`src/rtl/serial_alu_ctrl.sv`:
```
// serial_alu_ctrl: bit-serial sequencer around a single external 1-bit ALU slice.
// Operands are rotated LSB-first through the slice while the slice carry-out
// is carried forward in a register. An extra pass resolves set-less-than.
// The zero, carry and overflow flags are produced alongside the result.
//
// Optional feature macro: SERIAL_ALU_OVF_EN
//   defined   -> signed overflow flag is built and folded into the SLT set bit
//   undefined -> overflow_o reads 0 and SLT uses the MSB sum bit alone
module serial_alu_ctrl #(
    parameter int WIDTH = 32
) (
    input  logic             clk_i,
    input  logic             rst_i,
    input  logic             start_i,
    input  logic [3:0]       ctrl_i,
    input  logic [WIDTH-1:0] src1_i,
    input  logic [WIDTH-1:0] src2_i,
    output logic             busy_o,
    output logic             done_o,
    output logic [WIDTH-1:0] result_o,
    output logic             zero_o,
    output logic             cout_o,
    output logic             overflow_o,
    output logic             slice_src1_o,
    output logic             slice_src2_o,
    output logic             slice_less_o,
    output logic             slice_A_invert_o,
    output logic             slice_B_invert_o,
    output logic             slice_cin_o,
    output logic [1:0]       slice_operation_o,
    input  logic             slice_result_i,
    input  logic             slice_cout_i
);

    localparam int CW = $clog2(WIDTH);

    typedef enum logic [1:0] {
        ST_IDLE = 2'b00,
        ST_RUN  = 2'b01,
        ST_FIX  = 2'b10,
        ST_DONE = 2'b11
    } state_t;

    state_t           state_r;
    state_t           state_nxt_s;
    logic [WIDTH-1:0] src1_sh_r;
    logic [WIDTH-1:0] src2_sh_r;
    logic [WIDTH-1:0] result_r;
    logic [WIDTH-1:0] result_nxt_s;
    logic [3:0]       ctrl_r;
    logic [CW-1:0]    cnt_r;
    logic             carry_r;
    logic             set_r;
    logic             cout_r;
    logic             zero_r;
    logic             busy_r;
    logic             done_r;
    logic             last_bit_s;
    logic             is_slt_s;
    logic             res_bit_s;
    logic             set_nxt_s;
    logic             accept_s;

    assign accept_s   = (state_r == ST_IDLE) && start_i;
    assign last_bit_s = (cnt_r == CW'(WIDTH - 1));
    assign is_slt_s   = (ctrl_r[1:0] == 2'b11);

`ifdef SERIAL_ALU_OVF_EN
    logic ovf_raw_s;
    logic ovf_r;

    // Set bit for SLT: MSB difference corrected by signed overflow
    always_comb begin
        ovf_raw_s = carry_r ^ slice_cout_i;
        set_nxt_s = slice_result_i ^ ovf_raw_s;
    end

    // Overflow flag: cleared on accept, captured on the MSB pass for ADD/SUB only
    always_ff @(posedge clk_i or posedge rst_i) begin
        if (rst_i) begin
            ovf_r <= 1'b0;
        end else if (accept_s) begin
            ovf_r <= 1'b0;
        end else if ((state_r == ST_RUN) && last_bit_s) begin
            ovf_r <= (ctrl_r[1:0] == 2'b10) ? ovf_raw_s : 1'b0;
        end else begin
            ovf_r <= ovf_r;
        end
    end

    assign overflow_o = ovf_r;
`else
    // Set bit for SLT: MSB difference only (wrong when the subtraction overflows)
    always_comb begin
        set_nxt_s = slice_result_i;
    end

    assign overflow_o = 1'b0;
`endif

    // Next-state logic, slice drive and next result value
    always_comb begin
        state_nxt_s       = state_r;
        result_nxt_s      = result_r;
        res_bit_s         = 1'b0;
        slice_src1_o      = 1'b0;
        slice_src2_o      = 1'b0;
        slice_less_o      = 1'b0;
        slice_A_invert_o  = 1'b0;
        slice_B_invert_o  = 1'b0;
        slice_cin_o       = 1'b0;
        slice_operation_o = 2'b00;
        case (state_r)
            ST_IDLE: begin
                if (start_i) begin
                    state_nxt_s = ST_RUN;
                end else begin
                    state_nxt_s = ST_IDLE;
                end
            end
            ST_RUN: begin
                slice_src1_o     = src1_sh_r[0];
                slice_src2_o     = src2_sh_r[0];
                slice_A_invert_o = ctrl_r[3];
                slice_B_invert_o = ctrl_r[2];
                slice_cin_o      = carry_r;
                // SLT runs the subtraction first; the less path comes in the fix-up pass
                if (is_slt_s) begin
                    slice_operation_o = 2'b10;
                    res_bit_s         = 1'b0;
                end else begin
                    slice_operation_o = ctrl_r[1:0];
                    res_bit_s         = slice_result_i;
                end
                result_nxt_s[cnt_r] = res_bit_s;
                if (!last_bit_s) begin
                    state_nxt_s = ST_RUN;
                end else if (is_slt_s) begin
                    state_nxt_s = ST_FIX;
                end else begin
                    state_nxt_s = ST_DONE;
                end
            end
            ST_FIX: begin
                // Operands have rotated all the way round, so bit 0 is back at the LSB
                slice_src1_o      = src1_sh_r[0];
                slice_src2_o      = src2_sh_r[0];
                slice_A_invert_o  = ctrl_r[3];
                slice_B_invert_o  = ctrl_r[2];
                slice_cin_o       = ctrl_r[2];
                slice_less_o      = set_r;
                slice_operation_o = 2'b11;
                result_nxt_s[0]   = slice_result_i;
                state_nxt_s       = ST_DONE;
            end
            ST_DONE: begin
                state_nxt_s = ST_IDLE;
            end
            default: begin
                state_nxt_s = ST_IDLE;
            end
        endcase
    end

    // State register
    always_ff @(posedge clk_i or posedge rst_i) begin
        if (rst_i) begin
            state_r <= ST_IDLE;
        end else begin
            state_r <= state_nxt_s;
        end
    end

    // Done pulse: high for exactly the cycle spent in DONE
    always_ff @(posedge clk_i or posedge rst_i) begin
        if (rst_i) begin
            done_r <= 1'b0;
        end else begin
            done_r <= (state_nxt_s == ST_DONE);
        end
    end

    // Datapath: operand rotation, carry chain, result capture and flags
    always_ff @(posedge clk_i or posedge rst_i) begin
        if (rst_i) begin
            src1_sh_r <= {WIDTH{1'b0}};
            src2_sh_r <= {WIDTH{1'b0}};
            result_r  <= {WIDTH{1'b0}};
            ctrl_r    <= 4'b0000;
            cnt_r     <= {CW{1'b0}};
            carry_r   <= 1'b0;
            set_r     <= 1'b0;
            cout_r    <= 1'b0;
            zero_r    <= 1'b0;
            busy_r    <= 1'b0;
        end else begin
            case (state_r)
                ST_IDLE: begin
                    if (start_i) begin
                        src1_sh_r <= src1_i;
                        src2_sh_r <= src2_i;
                        ctrl_r    <= ctrl_i;
                        cnt_r     <= {CW{1'b0}};
                        carry_r   <= ctrl_i[2];
                        result_r  <= {WIDTH{1'b0}};
                        set_r     <= 1'b0;
                        cout_r    <= 1'b0;
                        zero_r    <= 1'b0;
                        busy_r    <= 1'b1;
                    end else begin
                        busy_r    <= 1'b0;
                    end
                end
                ST_RUN: begin
                    result_r  <= result_nxt_s;
                    carry_r   <= slice_cout_i;
                    src1_sh_r <= {src1_sh_r[0], src1_sh_r[WIDTH-1:1]};
                    src2_sh_r <= {src2_sh_r[0], src2_sh_r[WIDTH-1:1]};
                    cnt_r     <= cnt_r + CW'(1);
                    if (last_bit_s) begin
                        cout_r <= slice_cout_i;
                        set_r  <= set_nxt_s;
                        if (!is_slt_s) begin
                            zero_r <= (result_nxt_s == {WIDTH{1'b0}});
                        end else begin
                            zero_r <= zero_r;
                        end
                    end else begin
                        cout_r <= cout_r;
                    end
                end
                ST_FIX: begin
                    result_r <= result_nxt_s;
                    zero_r   <= (result_nxt_s == {WIDTH{1'b0}});
                end
                ST_DONE: begin
                    busy_r <= 1'b0;
                end
                default: begin
                    busy_r <= 1'b0;
                end
            endcase
        end
    end

    assign busy_o   = busy_r;
    assign done_o   = done_r;
    assign result_o = result_r;
    assign zero_o   = zero_r;
    assign cout_o   = cout_r;

endmodule

```
`config.mk`:
```
export PLATFORM = sky130hd
export DESIGN_NAME = serial_alu_ctrl
export DESIGN_NICKNAME = d
export VERILOG_FILES = /design/src/rtl/serial_alu_ctrl.sv
export SDC_FILE = /design/constraint.sdc
export NUM_CORES = 1
export LEC_CHECK = 0
export CORE_ASPECT_RATIO = 1.5
export CORE_UTILIZATION = 47
export DETAILED_ROUTE_END_ITERATION = 7
export HOLD_SLACK_MARGIN = 0.05
export PLACE_DENSITY = 0.76
export SYNTH_ARGS = -nofsm -noshare
export SYNTH_HDL_FRONTEND = slang
export SYNTH_SLANG_ARGS = --single-unit
```
`constraint.sdc`:
```
create_clock -name clk_i -period 3.15 [get_ports clk_i]
set_input_delay 0.315 -clock clk_i [delete_from_list [all_inputs] [get_ports clk_i]]
set_output_delay 0.315 -clock clk_i [all_outputs]
set_load 0.01 [all_outputs]
```
## Yosys cells after proc, flatten, opt, wreduce, memory -nomap -nowiden

Cells that the tools add are included.

| word-level totals | value |
|---|---|
| register bits | 113 |
| bits of input ports | 73 |
| output and inout bits | 45 |

| operators by class | value |
|---|---|
| add/subtract/negate cells | 1 |
| magnitude comparators | 2 |
| eq/ne operators | 9 |
| multiplexer cells | 39 |
| reductions and logical operators | 13 |

Operator list:

| cell | number |
|---|---|
| one-hot mux 32 bit (2 select lines) | 3 |
| 2-to-1 mux 32 bit | 3 |
| bitwise mux 32 bit | 1 |
| zero test 32 bit | 1 |
| 2-to-1 mux 31 bit | 1 |
| 2-to-1 mux 1 bit | 17 |
| one-hot mux 1 bit (2 select lines) | 6 |
| one-hot mux 5 bit (2 select lines) | 1 |
| equality test 2 bit (second input constant) | 4 |
| one-hot mux 2 bit (4 select lines) | 1 |
| less-than comparator 5 x 6 -> 1 bit (second input constant) | 1 |
| inequality test 2 bit (second input constant) | 3 |
| AND reduction 2 bit | 3 |
| nonzero test 2 bit | 3 |
| adder 5 x 1 -> 5 bit (second input constant) | 1 |
| demux 1 bit (select 5 bit) | 1 |
| equality test 5 bit (second input constant) | 1 |
| greater-or-equal comparator 5 x 1 -> 1 bit (second input constant) | 1 |
| 2-to-1 mux 5 bit | 1 |
| 2-to-1 mux 2 bit | 2 |
| one-hot mux 2 bit (2 select lines) | 1 |
| AND reduction 4 bit | 1 |
| one-hot mux 1 bit (3 select lines) | 1 |
| AND reduction 3 bit | 1 |
| 5 further kinds | 5 |

## Longest topological paths before layout

| depth | value |
|---|---|
| word-level depth | 10 |
| gate-level depth with buffers | 10 |

## Worst setup path after synthesis

OpenSTA, ideal clock, no wires.

| timing path | value |
|---|---|
| kind | flip-flop to flip-flop |
| from | reg cnt_r[0] |
| to | reg zero_r (netlist: zero_o) |
| library setup time | 0.092 ns |
| data arrival time | 2.290 ns |
| required time | 3.058 ns |
| slack | 0.769 ns |
| stages on the path, launching flop included | 9 |
| path buffers | 1 |
| period minus slack after synthesis | 2.381 ns |
| path through | dfrtp_1 ha_1 clkbuf_1 and3_1 ha_1 a21boi_0 or4b_1 nand4b_4 o31ai_2 |

| on the way | value |
|---|---|
| cells in the longest elaborated chain, start to end | 10 |
| elaborated cells between the ends (all ways) | 15 |
| those cells by class | 2 x order compare; 2 x eq/ne; 8 x mux; 3 x reduce/logical |

Ends and longest elaborated chain:

| what | RTL line | RTL |
|---|---|---|
| from (decl) | 51 | `logic [CW-1:0] cnt_r;` |
| from (signal assigned) | 190 | `cnt_r <= {CW{1'b0}};` |
| from (signal assigned) | 203 | `cnt_r <= {CW{1'b0}};` |
| from (signal assigned) | 219 | `cnt_r <= cnt_r + CW'(1);` |
| less-than comparator 5 x 6 -> 1 bit (implied by the code) / greater-or-equal comparator 5 x 1 -> 1 bit (equally long branches) | 135 | `result_nxt_s[cnt_r] = res_bit_s;` |
| logical AND 1 bit (implied by the code) | 135 |  |
| 2-to-1 mux 1 bit (implied by the code) | 135 |  |
| demux 1 bit (select 5 bit) | 135 |  |
| bitwise mux 32 bit | 135 |  |
| one-hot mux 1 bit (2 select lines) / 2-to-1 mux 31 bit (equally long branches) | 113 | `case (state_r)` |
| zero test 32 bit | 224, 234 |  |
| 2-to-1 mux 1 bit | 223 | `if (!is_slt_s) begin` |
| 2-to-1 mux 1 bit | 220 | `if (last_bit_s) begin` |
| one-hot mux 1 bit (3 select lines) | 197 | `case (state_r)` |
| to (signal assigned) | 224 | `zero_r <= (result_nxt_s == {WIDTH{1'b0}});` |
| to (signal assigned) | 226 | `zero_r <= zero_r;` |
| to (signal assigned) | 234 | `zero_r <= (result_nxt_s == {WIDTH{1'b0}});` |
| to (decl) | 55 | `logic zero_r;` |

Parallel ways exist; a longest one is shown, timed or not. The select of a mux whose other input is x is not followed.
A chain may end at the register's enable or synchronous reset.

## Final worst setup path

Same ends and word-level chain as after synthesis.

==> results.yml <==
yosys:
  synth_edf_count: 0
  synth.avg_cell_area_um2: 9.27
  yosysSeqAreaShare_pct: 46.3
  synthesis.nets: 742
  synthFlopType: "dfrtp_1"
  synth_area_mm2: 0.00611
  async_reset_ff_share_pct: 100
  yosysWarnings: 0
  ys_types: 55
  yosys_register_bits: 113
  synth_cells: 659
sta:
  report.final.slew_viol_count: 0
  setup_tns_ns: 0
  fin_crit_sh_pct: 86.3
  finalHoldViolations: 0
  rsz0062_at_grt: "false"
  period_minus_slack_ns: 2.72
  slew-limit-headroom_pct: 31.0
  setup_violations: 0
  clock_skew_ns: 0.0132
  worst_pin_slew_ns: 1.04
  fmax_ghz: 0.368
grt:
  grt_pass1_vias: 5392
  grt_overflow: 0
  grt.total_usage_pct: 26.6
  grt_max_degree: 65
  grt_pass1_wl_um: 27100
  antenna_found_initial: 0
clocking:
  cts_tree: "done"
  postCtsSetupBuffers: 0
  cts_root_buf: "clkbuf_16"
  clock_latency_ns: 0.41
  cts.reportedPaths.clkPinSlew_ns: 0.06
  cts_made_buffers: 17
  cts.sinks: 113
  cts_max_level: 4
  cts_resized: 0
  hold_buffers: 0
  clock_path_buffers: 2
detailed_routing:
  ant_nets: 0
  postRouteWirelength_um: 16900
  post_drt_wl_per_cell_um: 18.1
  firstDrtPassIters: 5
  drt_iter0_markers: 250
  via_per_inst: 5.83
  vias: 5441
  drc: 0
hold_path:
  hold_path_class: "in2async"
place:
  dp_hpwl_um: 12100
  place_area_mm2: 0.00746
  portBuffers: 116
  routabilityCongestion: 0.992
die:
  die_w_um: 95.1
  fp.dieH_um: 142
  die_area_mm2: 0.0135
  initial_core_util_pct: 48.6
  io_pins: 118
  design.core.area_mm2: 0.0126
  num_rows: 50
cells_and_area:
  nets: 848
  area_growth_pct: 31.7
  insertedDiodeCount: 0
  finalInstanceArea_mm2: 0.00805
  drive_above_1_share_pct: 8.62
power:
  power_density_mw_per_mm2: 924
  leakage_nw: 3.59
  ir_drop_mv: 0.549
critical_path:
  cp_max_fo: 17
  cp.required_ns: 3.46
  start_kind: "register"
  worst_r2r_endpoint: "zero_o"
  crit_path_end_kind: "register"
  rrSetupSlack_ns: 0.43
  cp.arrival_ns: 3.03
  r2r_cells: 7
  reg2reg_from: "cnt_r[0]"
  crit_type: "reg2reg"
status:
  status: "completed"
job:
  drv_cap: 0
flip-flops by register name, summed over array words and instances (netlist names):
register   count
cout_o         1
ctrl_r         4
src2_sh_r     32
result_o      32
carry_r        1
set_r          1
src1_sh_r     32
done_o         1
cnt_r          5
state_r        2
busy_o         1
zero_o         1
cells in the mapped netlist, types with 4 or more instances:
library cell    n  area [um^2]
mux2i_1        67          671
a22o_1         22          193
nor2_1         21         78.8
nand2_1       105          394
o32ai_1         6         52.6
nor2b_1        11         68.8
nand2b_1        8         50.1
inv_1          19         71.3
a21o_1          5         37.5
nor3_1          5         25.0
and2_1          6         37.5
mux2_2          4         45.0
clkbuf_1       37          139
o21ai_0       115          576
o31ai_1        10         75.1
buf_2          10         50.1
ha_1           10          125
o22ai_1         5         31.3
dfrtp_1       113         2830
a21oi_1        22          110
nand3_1        12         60.1
cell families (layout without fill, tap and decap cells):
kind of cell / count (synthesis) / in the layout / synth area share [%]
compound gates: 207 / 207 / 20.5
fa+ha+maj: 10 / 10 / 2.05
buf+inv: 69 / 187 / 4.63
flops: 113 / 113 / 46.3
mux: 71 / 71 / 11.7
other cells: 1 / 1 / 0.0614
simple gates: 188 / 188 / 14.7
worst max-delay path by stage:
stage,from,to,slack (ns),depth (start not counted)
3_3_place_gp,cnt_r[0],zero_o,0.55,7
5_1_grt,state_r[0],slice_cin_o,0.31,4
2_1_floorplan,cnt_r[0],zero_o,0.77,8
6_report,cnt_r[0],zero_o,0.43,7
4_1_cts,state_r[0],slice_cin_o,0.44,4
3_5_place_dp,cnt_r[0],zero_o,0.52,7
metal layers:
layer	vias up	share of wire, %	GRT usage [%]
li1	2540	-	-
met1	2554	38	30.1
met5	-	0	0
met4	0	6.3	18.3
met3	71	6.9	7.13
met2	276	49	42.8
report_power, final:
part	switching, W	total [W]	internal, W
Clock	0.000711	0.00188	0.00117
Combinational	0.00179	0.00316	0.00137
Sequential	0.000408	0.00240	0.00199
Total	0.00291	0.00743	0.00452
cells in the final DEF, fill, tap and decap left out, drive strengths merged, types with 3 or more instances in the layout:
cell type / Yosys / final
inv: 19 / 20
mux2i: 67 / 67
clkinvlp: 0 / 6
nand2: 105 / 105
nor2b: 11 / 11
o21ai: 117 / 117
nor2: 21 / 21
mux2: 4 / 4
nand3b: 3 / 3
o32ai: 6 / 6
dfrtp: 113 / 113
o31ai: 11 / 11
and2: 6 / 6
a21o: 5 / 5
buf: 13 / 21
o22ai: 5 / 5
nand3: 12 / 12
nor3: 5 / 5
nand2b: 8 / 8
a21oi: 22 / 22
clkdlybuf4s50: 0 / 116
clkbuf: 37 / 21
a22o: 22 / 22
a31oi: 3 / 3
ha: 10 / 10
or3: 3 / 3
layout make-up:
type                            count  area [um^2]
Clock inverter                     10          103
Sequential cell                   113         2830
Inverter                           19         75.1
Clock buffer                       21          480
Tap cell                          156          195
Multi-Input combinational cell    477         3020
Fill cell                        1044         4530
Timing Repair Buffer              137         1340
stage by stage:
stage	total power [W]	std cells	setup WS [ns]	utilization, %	hold WS (ns)
floorplan	0.00452	659	0.769	-	0.450
global placement	0.00542	902	0.554	59.3	0.462
global route	0.00794	933	0.311	64.0	0.439
detailed placement	0.00556	902	0.517	59.3	0.471
finish	0.00743	933	0.431	64.0	0.385
CTS	0.00745	933	0.442	64.0	0.398
critical path: stages, from the launching register on:
cell      delay (ns)
dfrtp_1         0.43
ha_1            0.52
and3_1          0.23
ha_1            0.33
a21boi_0        0.19
or4b_1          0.49
nand4b_4        0.18
o31ai_2         0.25
(Power assumes the default switching activity.)
==> edit (config.mk and constraints unchanged) <==
`WIDTH`: 32 -> 16.
--- a/src/rtl/serial_alu_ctrl.sv
+++ b/src/rtl/serial_alu_ctrl.sv
@@ -9,3 +9,3 @@
 module serial_alu_ctrl #(
-    parameter int WIDTH = 32
+    parameter int WIDTH = 16
 ) (
Interface: changed (resized result_o, src1_i and src2_i); port bits go from 118 to 70. The function was not compared with the original's and may differ.
==> edit against the original RTL <==
- sequential power is 40% lower
- total power fell by 45%
- cell area fell by 45%
- final cell count shrank 42%
- highest routed layer unchanged
- critical path type is now reg2out
- routed wire length is 50% lower
- sequential cell count fell by 49
- synthesized area decreased by 43%
- setup slack improved by 28 ps
- core utilization decreased by 2.3 points
==> edit: results (changes against the original RTL) <==
top post-synthesis cells by count nand2_1 (71), o21ai_0 (65), dfrtp_1 (64) (was o21ai_0 (115), dfrtp_1 (113), nand2_1 (105)); share of cells above drive strength 1 7.27% (was 8.62%); worst-skew pair later-pin latency 340 ps (was 410 ps); Ant. Diodes 0 (unchanged); clk slew on worst S/H paths around 70 ps; Synthesized Nets 422 (was 742); critical-path maximum fanout 22 (was 17); initial antenna violation count 0 (unchanged); initial DRC count 225 (was 250); Mapped Cells 372 (was 659); DRT Pass-1 Iters 4 (was 5); Total Wirelength 8460 µm (was 16900 µm); Tot GR Track Use 23.8% (was 26.6%); H-tree depth 3 (was 4); port bufs 68 (was 116); vias in the first global route 3023 (was 5392); Root Driver clkbuf_8 (was clkbuf_16); Layout Nets 486 (was 848); Slew Limit Headroom 48.8% (was 31.0%); Leakage Power 1.96 nW (was 3.59 nW); largest net degree at the start of global routing 37 (was 65); Post-Place Cells 525 (was 902); Clock Path Buffers 2 (unchanged); Filler cells 627 (was 1044); dpl ws 811 ps (was 517 ps); Async S/R FF share, synth 100% (unchanged); Post-Route M1 WL 3200 µm (was 6390 µm); final HPWL from detailed placement 6150 µm (was 12100 µm); first-pass GRT wire length 14100 µm (was 27100 µm); Max Cap Violations 0 (unchanged); CP max-delay cell clkdlybuf4s50_1 (was ha_1); sequential share of the synthesized area 46.2% (was 46.3%); largest cells by area after synthesis dfrtp_1 (46%), mux2i_1 (10%), o21ai_0 (9.4%), nand2_1 (7.7%), ha_1 (3.2%) (was dfrtp_1 (46%), mux2i_1 (11%), o21ai_0 (9.4%), nand2_1 (6.5%), a22o_1 (3.2%)); count of cell types in the netlist 47 (was 55); Inserted Clock Buffers 9 (was 17); yosys warns 0 (unchanged); Worst VDD drop 546 µV (was 549 µV); vias per cell 5.61 (was 5.83); Non-Filler Instances 540 (was 933); status finished clean (unchanged); Final Skew 6.50 ps (was 13.2 ps); family with the most delay on the worst path buffers and inverters (was simple AND/OR/NAND/NOR gates); final setup TNS 0 ps (unchanged); RD Place Congestion 0.962 (was 0.992); Post-CTS Repair Setup Buffers 0 (unchanged); Routed met2 length 4440 µm (was 8250 µm); WL met3 521 µm (was 1160 µm); path category of the worst min-delay check in2async (unchanged); cts repair resizes 0 (unchanged); max incr delay on CP about 530 ps; max layer used met4 (unchanged)
-- edit: worst register-to-register path: stages (launching register included) --
cell       delay, ps
dfrtp_1          440
inv_1             90
ha_1             270
o21ai_0          460
nor2_1            80
o32ai_1          280
o2111a_1         240
o2111ai_1        100
o31ai_1          240
-- edit: logic make-up (layout without fill, tap and decap cells) --
family	after synthesis	count (layout)	share of synthesized area [%]
AO/OA/AOI/OAI	103	103	18.4
adder cells (fa/ha/maj)	9	9	3.25
buffers and inverters	31	99	4.11
flip-flops	64	64	46.2
multiplexers	41	41	12.0
other	1	1	0.108
AND/OR/NAND/NOR	123	123	16.0
-- edit: path summary, 6_finish.rpt --
check                      cells after the start  slack (ps)          from                   end
max in group asynchronous                      3        2140         rst_i          src2_sh_r[7]
min in group clk_i                             2         480  src2_sh_r[3]          src2_sh_r[3]
max reg2reg                                    8         860      cnt_r[0]                zero_o
min reg2reg                                    2         480  src2_sh_r[3]          src2_sh_r[3]
min                                            2         270         rst_i             ctrl_r[3]
max                                            6         460    state_r[1]  slice_operation_o[0]
-- edit: area by class of cell --
type	count	area share [%]
Tap cell	100	2.82
Sequential cell	64	36.1
Multi-Input combinational cell	277	39.3
Clock inverter	3	0.904
Inverter	11	0.932
Timing Repair Buffer	73	16.2
Clock buffer	12	3.73
-- edit: metrics by stage --
step                      cell area, µm²  hold WS (ps)  power (mW)  utilization (%)
after detailed placement            4230           470        3.38             58.9
after CTS                           4430           256        4.12             61.7
final                               4430           270        4.10             61.7
after global routing                4430           298        4.40             61.7
after global placement              4230           461        3.30             58.9
after floorplan                     3470           450        2.76                -
-- edit: power by group --
| group | leakage (nW) | total [mW] | switching (mW) | internal, mW |
|---|---|---|---|---|
| registers | 0.819 | 1.43 | 0.278 | 1.15 |
| logic | 1.04 | 1.95 | 1.10 | 0.853 |
| clock network | 0.108 | 0.723 | 0.300 | 0.423 |
-- edit: layer usage --
layer,vias to the layer above,global-route usage (%)
met5,-,0
li1,1425,-
met4,0,11.2
met2,115,42.2
met3,28,6.95
met1,1460,25.5
